File: src/rtl/serial_add_pkg.sv
// ---------------------------------------------------------------------------
// serial_add_pkg
//   Shared types and helpers for the bit-serial adder controller.
//   - state_t    : controller states IDLE / RUN / DONE
//   - cnt_width  : bit-counter width for a given operand width
// ---------------------------------------------------------------------------
package serial_add_pkg;

    typedef enum logic [1:0] {
        IDLE = 2'd0,
        RUN  = 2'd1,
        DONE = 2'd2
    } state_t;

    // The counter must reach WIDTH-1.
    // The 1-bit floor keeps the counter a real vector at the smallest width.
    function automatic int cnt_width(input int width);
        return (width < 2) ? 1 : $clog2(width);
    endfunction

endpackage

File: src/rtl/serial_add_ctrl_ha_cell.sv
// ---------------------------------------------------------------------------
// ha_cell
//   Gate-level half adder. Two of these, plus an OR, form the single shared
//   full-adder cell of the serial adder.
// Ports
//   s  out 1  sum bit   (a ^ b)
//   c  out 1  carry bit (a & b)
//   a  in  1  input bit
//   b  in  1  input bit
// ---------------------------------------------------------------------------
module ha_cell (
    output logic s,
    output logic c,
    input  logic a,
    input  logic b
);

    xor u_xor (s, a, b);
    and u_and (c, a, b);

endmodule

File: src/rtl/serial_add_ctrl.sv
// ---------------------------------------------------------------------------
// serial_add_ctrl
//   Bit-serial adder controller. One full-adder cell (two ha_cell instances
//   plus an OR) is reused for every bit position, LSB first, one bit per clock.
//   An add takes WIDTH RUN cycles followed by a one-cycle DONE.
// Parameters
//   WIDTH  operand/result width, 2..32 (default 8)
// Ports
//   clk    in   1      rising-edge clock
//   rst_n  in   1      asynchronous active-low reset
//   start  in   1      request a new add, honoured only in IDLE or DONE
//   a      in   WIDTH  operand A, captured on an accepted start
//   b      in   WIDTH  operand B, captured on an accepted start
//   sub    in   1      subtract select, only with SERIAL_ADD_SUB_EN
//   busy   out  1      high while in RUN
//   done   out  1      one-cycle pulse when sum/cout become valid
//   sum    out  WIDTH  result, held until the next add completes
//   cout   out  1      carry out of the MSB (with sub: 1 = no borrow)
// Configuration
//   SERIAL_ADD_SUB_EN  adds the sub port; sub=1 computes a - b mod 2^WIDTH
// ---------------------------------------------------------------------------
module serial_add_ctrl
    import serial_add_pkg::*;
#(
    parameter int WIDTH = 8
) (
    input  logic             clk,
    input  logic             rst_n,
    input  logic             start,
    input  logic [WIDTH-1:0] a,
    input  logic [WIDTH-1:0] b,
`ifdef SERIAL_ADD_SUB_EN
    input  logic             sub,
`endif
    output logic             busy,
    output logic             done,
    output logic [WIDTH-1:0] sum,
    output logic             cout
);

    localparam int CNT_W = cnt_width(WIDTH);

    state_t             state;
    logic [CNT_W-1:0]   cnt;
    logic [WIDTH-1:0]   a_sr;
    logic [WIDTH-1:0]   b_sr;
    logic [WIDTH-1:0]   sum_sr;
    logic               carry;

    logic               ha0_s;
    logic               ha0_c;
    logic               ha1_s;
    logic               ha1_c;
    logic               carry_next;
    logic               accept;
    logic               last_bit;
    logic [WIDTH-1:0]   sum_sr_next;

    // Shared full adder over the current LSBs and the stored carry.
    ha_cell ha0 (
        .s (ha0_s),
        .c (ha0_c),
        .a (a_sr[0]),
        .b (b_sr[0])
    );

    ha_cell ha1 (
        .s (ha1_s),
        .c (ha1_c),
        .a (ha0_s),
        .b (carry)
    );

    assign carry_next  = ha0_c | ha1_c;
    assign sum_sr_next = {ha1_s, sum_sr[WIDTH-1:1]};
    assign accept      = start && ((state == IDLE) || (state == DONE));
    assign last_bit    = (cnt == CNT_W'(WIDTH - 1));

    // Controller: state, bit counter and the registered busy/done outputs.
    always_ff @(posedge clk or negedge rst_n) begin
        if (!rst_n) begin
            state <= IDLE;
            cnt   <= '0;
            busy  <= 1'b0;
            done  <= 1'b0;
        end else begin
            done <= 1'b0;
            case (state)
                IDLE: begin
                    if (start) begin
                        state <= RUN;
                        cnt   <= '0;
                        busy  <= 1'b1;
                    end
                end
                RUN: begin
                    if (last_bit) begin
                        state <= DONE;
                        busy  <= 1'b0;
                        done  <= 1'b1;
                    end else begin
                        cnt <= cnt + CNT_W'(1);
                    end
                end
                DONE: begin
                    // A start here chains straight into the next add.
                    if (start) begin
                        state <= RUN;
                        cnt   <= '0;
                        busy  <= 1'b1;
                    end else begin
                        state <= IDLE;
                    end
                end
                default: begin
                    state <= IDLE;
                    busy  <= 1'b0;
                end
            endcase
        end
    end

    // Datapath: operand shifters, carry, result assembly and output latch.
    always_ff @(posedge clk or negedge rst_n) begin
        if (!rst_n) begin
            a_sr   <= '0;
            b_sr   <= '0;
            sum_sr <= '0;
            carry  <= 1'b0;
            sum    <= '0;
            cout   <= 1'b0;
        end else if (accept) begin
            a_sr   <= a;
            sum_sr <= '0;
`ifdef SERIAL_ADD_SUB_EN
            // Two's-complement subtract: invert b and inject the +1 as carry-in.
            b_sr   <= sub ? ~b : b;
            carry  <= sub;
`else
            b_sr   <= b;
            carry  <= 1'b0;
`endif
        end else if (state == RUN) begin
            a_sr   <= a_sr >> 1;
            b_sr   <= b_sr >> 1;
            carry  <= carry_next;
            sum_sr <= sum_sr_next;
            // The final bit is folded in directly so the result lands with done.
            if (last_bit) begin
                sum  <= sum_sr_next;
                cout <= carry_next;
            end
        end
    end

endmodule

File: config.mk
export PLATFORM = sky130hd
export DESIGN_NAME = serial_add_ctrl
export DESIGN_NICKNAME = d
export VERILOG_FILES = /design/src/rtl/serial_add_pkg.sv /design/src/rtl/serial_add_ctrl_ha_cell.sv /design/src/rtl/serial_add_ctrl.sv
export SDC_FILE = /design/constraint.sdc
export NUM_CORES = 1
export LEC_CHECK = 0
export CAP_MARGIN = 20
export CORE_MARGIN = 2
export CORE_UTILIZATION = 50
export CTS_CLUSTER_SIZE = 30
export DETAILED_ROUTE_END_ITERATION = 16
export PLACE_DENSITY_LB_ADDON = 0.1
export SYNTH_ARGS = -nofsm -noshare
export SYNTH_HDL_FRONTEND = slang
export SYNTH_SLANG_ARGS = --single-unit
export TNS_END_PERCENT = 1
File: constraint.sdc
create_clock -name clk -period 3.7 [get_ports clk]
set_clock_uncertainty 0.05 [all_clocks]
set_input_delay 0.74 -clock clk [delete_from_list [all_inputs] [get_ports clk]]
set_output_delay 0.74 -clock clk [all_outputs]
set_load 0.1 [all_outputs]
==> results.md <==
- Worst-Margin Slew: 0.967 ns
- Final slew viol count: 0
- Hold slack: 0.425 ns
- Drt first pass iters: 4
- Max Fclk: 0.372 GHz
- DR iter-0 viols: 38
- CTS root buf: clkbuf_4
- Critical Path RT: 2.91 ns
- Routed wire length: 3.14 mm
- Hold_buf cts: 0
- Cell taking the most area after synthesis: dfrtp_1
- Area of the core: 0.00339 mm2
- Fin crit share: 72.6%
- Final setup vio count: 0
- Unique cell type count in the Yosys netlist: 31
- Post-synth top cells: dfrtp_1, a21oi_1, inv_1
- Area contributors post-synth: dfrtp_1, mux2_4, a22o_1
- Reg area: 0.00100 mm2
- Vias in the first global route: 1,233
- Largest delay share family, worst path: buffers and inverters
- GRT Total Usage: 18.0%
- Setup crit start kind: flip-flop
- Final worst path period need: 2.68 ns
- Placed Area: 0.00209 mm2
- Outcome: completed
- # rows: 21
- Post-Syn Area: 0.00180 mm2
- Syn Inst Count: 149
- Post-CTS Resized: 0
- DIE AREA: 0.00410 mm2
- Most numerous cell in the Yosys netlist: dfrtp_1
- Remaining Overflow, GRT: 0
- Antenna diode count: 0
- Vias: 1,168
- Clk_lat worst skew: 0.34 ns
- Worst hold path type: in2async
- Initial Util: 53.2%
- Crit path cell chain: clkdlybuf4s50_1
- Dpl hpwl: 2.21 mm
- Num CTS Buffers: 5
- Antenna violations before repair: 0
- H-Tree Depth: 2
- YS warnings: 0
- Worst setup EP type: output port
- Slowest CP cell: clkdlybuf4s50_1
- Clk slew on worst S/H paths: 0.12 ns
- Final Hold Fails: 0
- EDFF count, synth: 0
- DR WL/cell: 14.1 um
- Sequential share of the synthesized area: 55.5%
- Post-layout nets: 199
- Global-route wire length before repair: 5.59 mm
- RePlAce Congestion: 0.711
- IO Count: 30
- Syn Nets: 172
- Vias per cell: 5.24
- Largest net degree at the start of global routing: 41
- Clock sink total: 40
- Area of the multi-input gates: 702 um2
- Synth async-reset ratio: 100%
- Clock tree from TritonCTS: built
- RSZ-0062 raised after global routing: no
- Filler Cell Count: 268
- DRC Markers: 0
- CP max FO: 3
- CP arrival: 1.89 ns
- CTS Buffer Depth: 2
- Fraction of layout cells with a size suffix above 1: 13.6%
- Buffers and inverters on the worst path: 1
- Synth Area per Inst: 12.1 um2
- Max_slew headroom: 35.3%
- Main synth FF type: dfrtp_1
- Cell Pwr Density: 960 mW/mm2
- Antenna-violating nets left: 0
- # port buffers: 29
- Post-CTS Setup Bufs: 0
- Die Ht: 64.1 um
- Synth Register Bits: 40
- Worst IR Drop VDD: 436 uV
- Setup tns final: 0 ns
- Worst Setup Path Type: reg2out
- Die W: 64.1 um
- Fin area: 0.00215 mm2
- Worst path max stage delay: 1.15 ns
- Fin util: 63.5%
- Max Cap Viol: 0
- Post-synth top area share: 55.5%
- Leak pwr: 0.981 nW
- Area Growth Syn to Fin: 19.3%
==> worst register-to-register path, delay by kind of cell, from the launching register on <==
family / cells / cell delay [ns]
mux: 1 / 0.32
flops: 1 / 0.84
simple gates: 2 / 0.61
==> per-stage QoR <==
stage,power (W),cells,setup WS (ns)
2_1_floorplan,0.00163,149,2.00
3_3_place_gp,0.00182,215,1.33
3_5_place_dp,0.00186,215,1.28
4_1_cts,0.00209,223,1.01
5_1_grt,0.00221,223,0.959
6_report,0.00207,223,1.02
==> cell type report <==
class | count | area share [%]
clock inverters | 2 | 0.465
clock buffers | 6 | 2.38
well taps | 46 | 2.67
repair buffers | 29 | 13.3
multi-input cells | 88 | 32.6
inverters | 12 | 2.09
flip-flops and latches | 40 | 46.5
==> where the power goes <==
group / total [W] / switching, W / internal (W)
logic: 0.00104 / 0.000639 / 0.000398
registers: 0.000801 / 0.000169 / 0.000632
clock network: 0.000228 / 0.000138 / 0.0000905
total: 0.00207 / 0.000946 / 0.00112
==> registers in the layout (all words and copies together) (netlist names) <==
| signal | count |
|---|---|
| busy | 1 |
| carry | 1 |
| cnt | 3 |
| a_sr | 8 |
| done | 1 |
| sum_sr | 7 |
| cout | 1 |
| sum | 8 |
| b_sr | 8 |
| state | 2 |
==> logic make-up (layout without fill, tap and decap cells) <==
family | after synthesis | after routing | share of synthesized area [%]
buffers and inverters | 21 | 49 | 5.62
muxes | 17 | 17 | 12.1
adders and majority gates | 4 | 4 | 3.19
AOI/OAI and AO/OA | 45 | 45 | 16.2
and+or+nand+nor | 22 | 22 | 7.42
DFF | 40 | 40 | 55.5
==> per-layer routing <==
layer	vias to the layer above	share of wire, %	wire, um	track usage, %
met5	-	0	0	0
met4	0	1.5	46	5.71
met3	5	4.6	143	5.99
met2	25	48	1510	29.9
met1	555	46	1440	22.0
li1	583	-	-	-
==> cell usage in the layout (no fill, tap or decap) <==
cell	Yosys	routed
inv_2	2	2
o211ai_1	2	2
mux2_4	9	9
and2b_1	1	1
nor2_2	2	2
mux2_1	2	2
nand2b_1	2	2
clkbuf_4	0	5
clkinv_2	0	2
mux2i_1	6	6
o22ai_1	9	9
buf_2	3	1
nand2_8	1	1
a31oi_1	1	1
a211oi_1	5	5
nor2b_1	6	6
nand2_1	5	5
nand3_1	3	3
dfrtp_1	40	40
clkbuf_8	0	1
inv_1	10	10
ha_1	3	3
a22o_1	9	9
a21oi_1	15	15
o21ai_1	2	2
fa_1	1	1
clkdlybuf4s50_1	0	28
o21ai_0	1	1
a21o_2	1	1
nor2_1	1	1
and2_1	1	1
==> final timing paths <==
check / from / end / slack [ns] / cells after the start
max in group asynchronous: rst_n / a_sr[4]$_DFFE_PN0P_ / 2.63 / 1
hold reg to reg: cnt[0]$_DFFE_PN0P_ / cnt[0]$_DFFE_PN0P_ / 0.46 / 1
hold / removal: rst_n / sum[7]$_DFFE_PN0P_ / 0.42 / 1
setup reg to reg: state[0]$_DFFE_PN0P_ / sum[3]$_DFFE_PN0P_ / 1.79 / 3
min in group clk: cnt[0]$_DFFE_PN0P_ / cnt[0]$_DFFE_PN0P_ / 0.46 / 1
setup / recovery: busy$_DFFE_PN0P_ / busy / 1.02 / 1
Power figures use the tool's default switching activity.
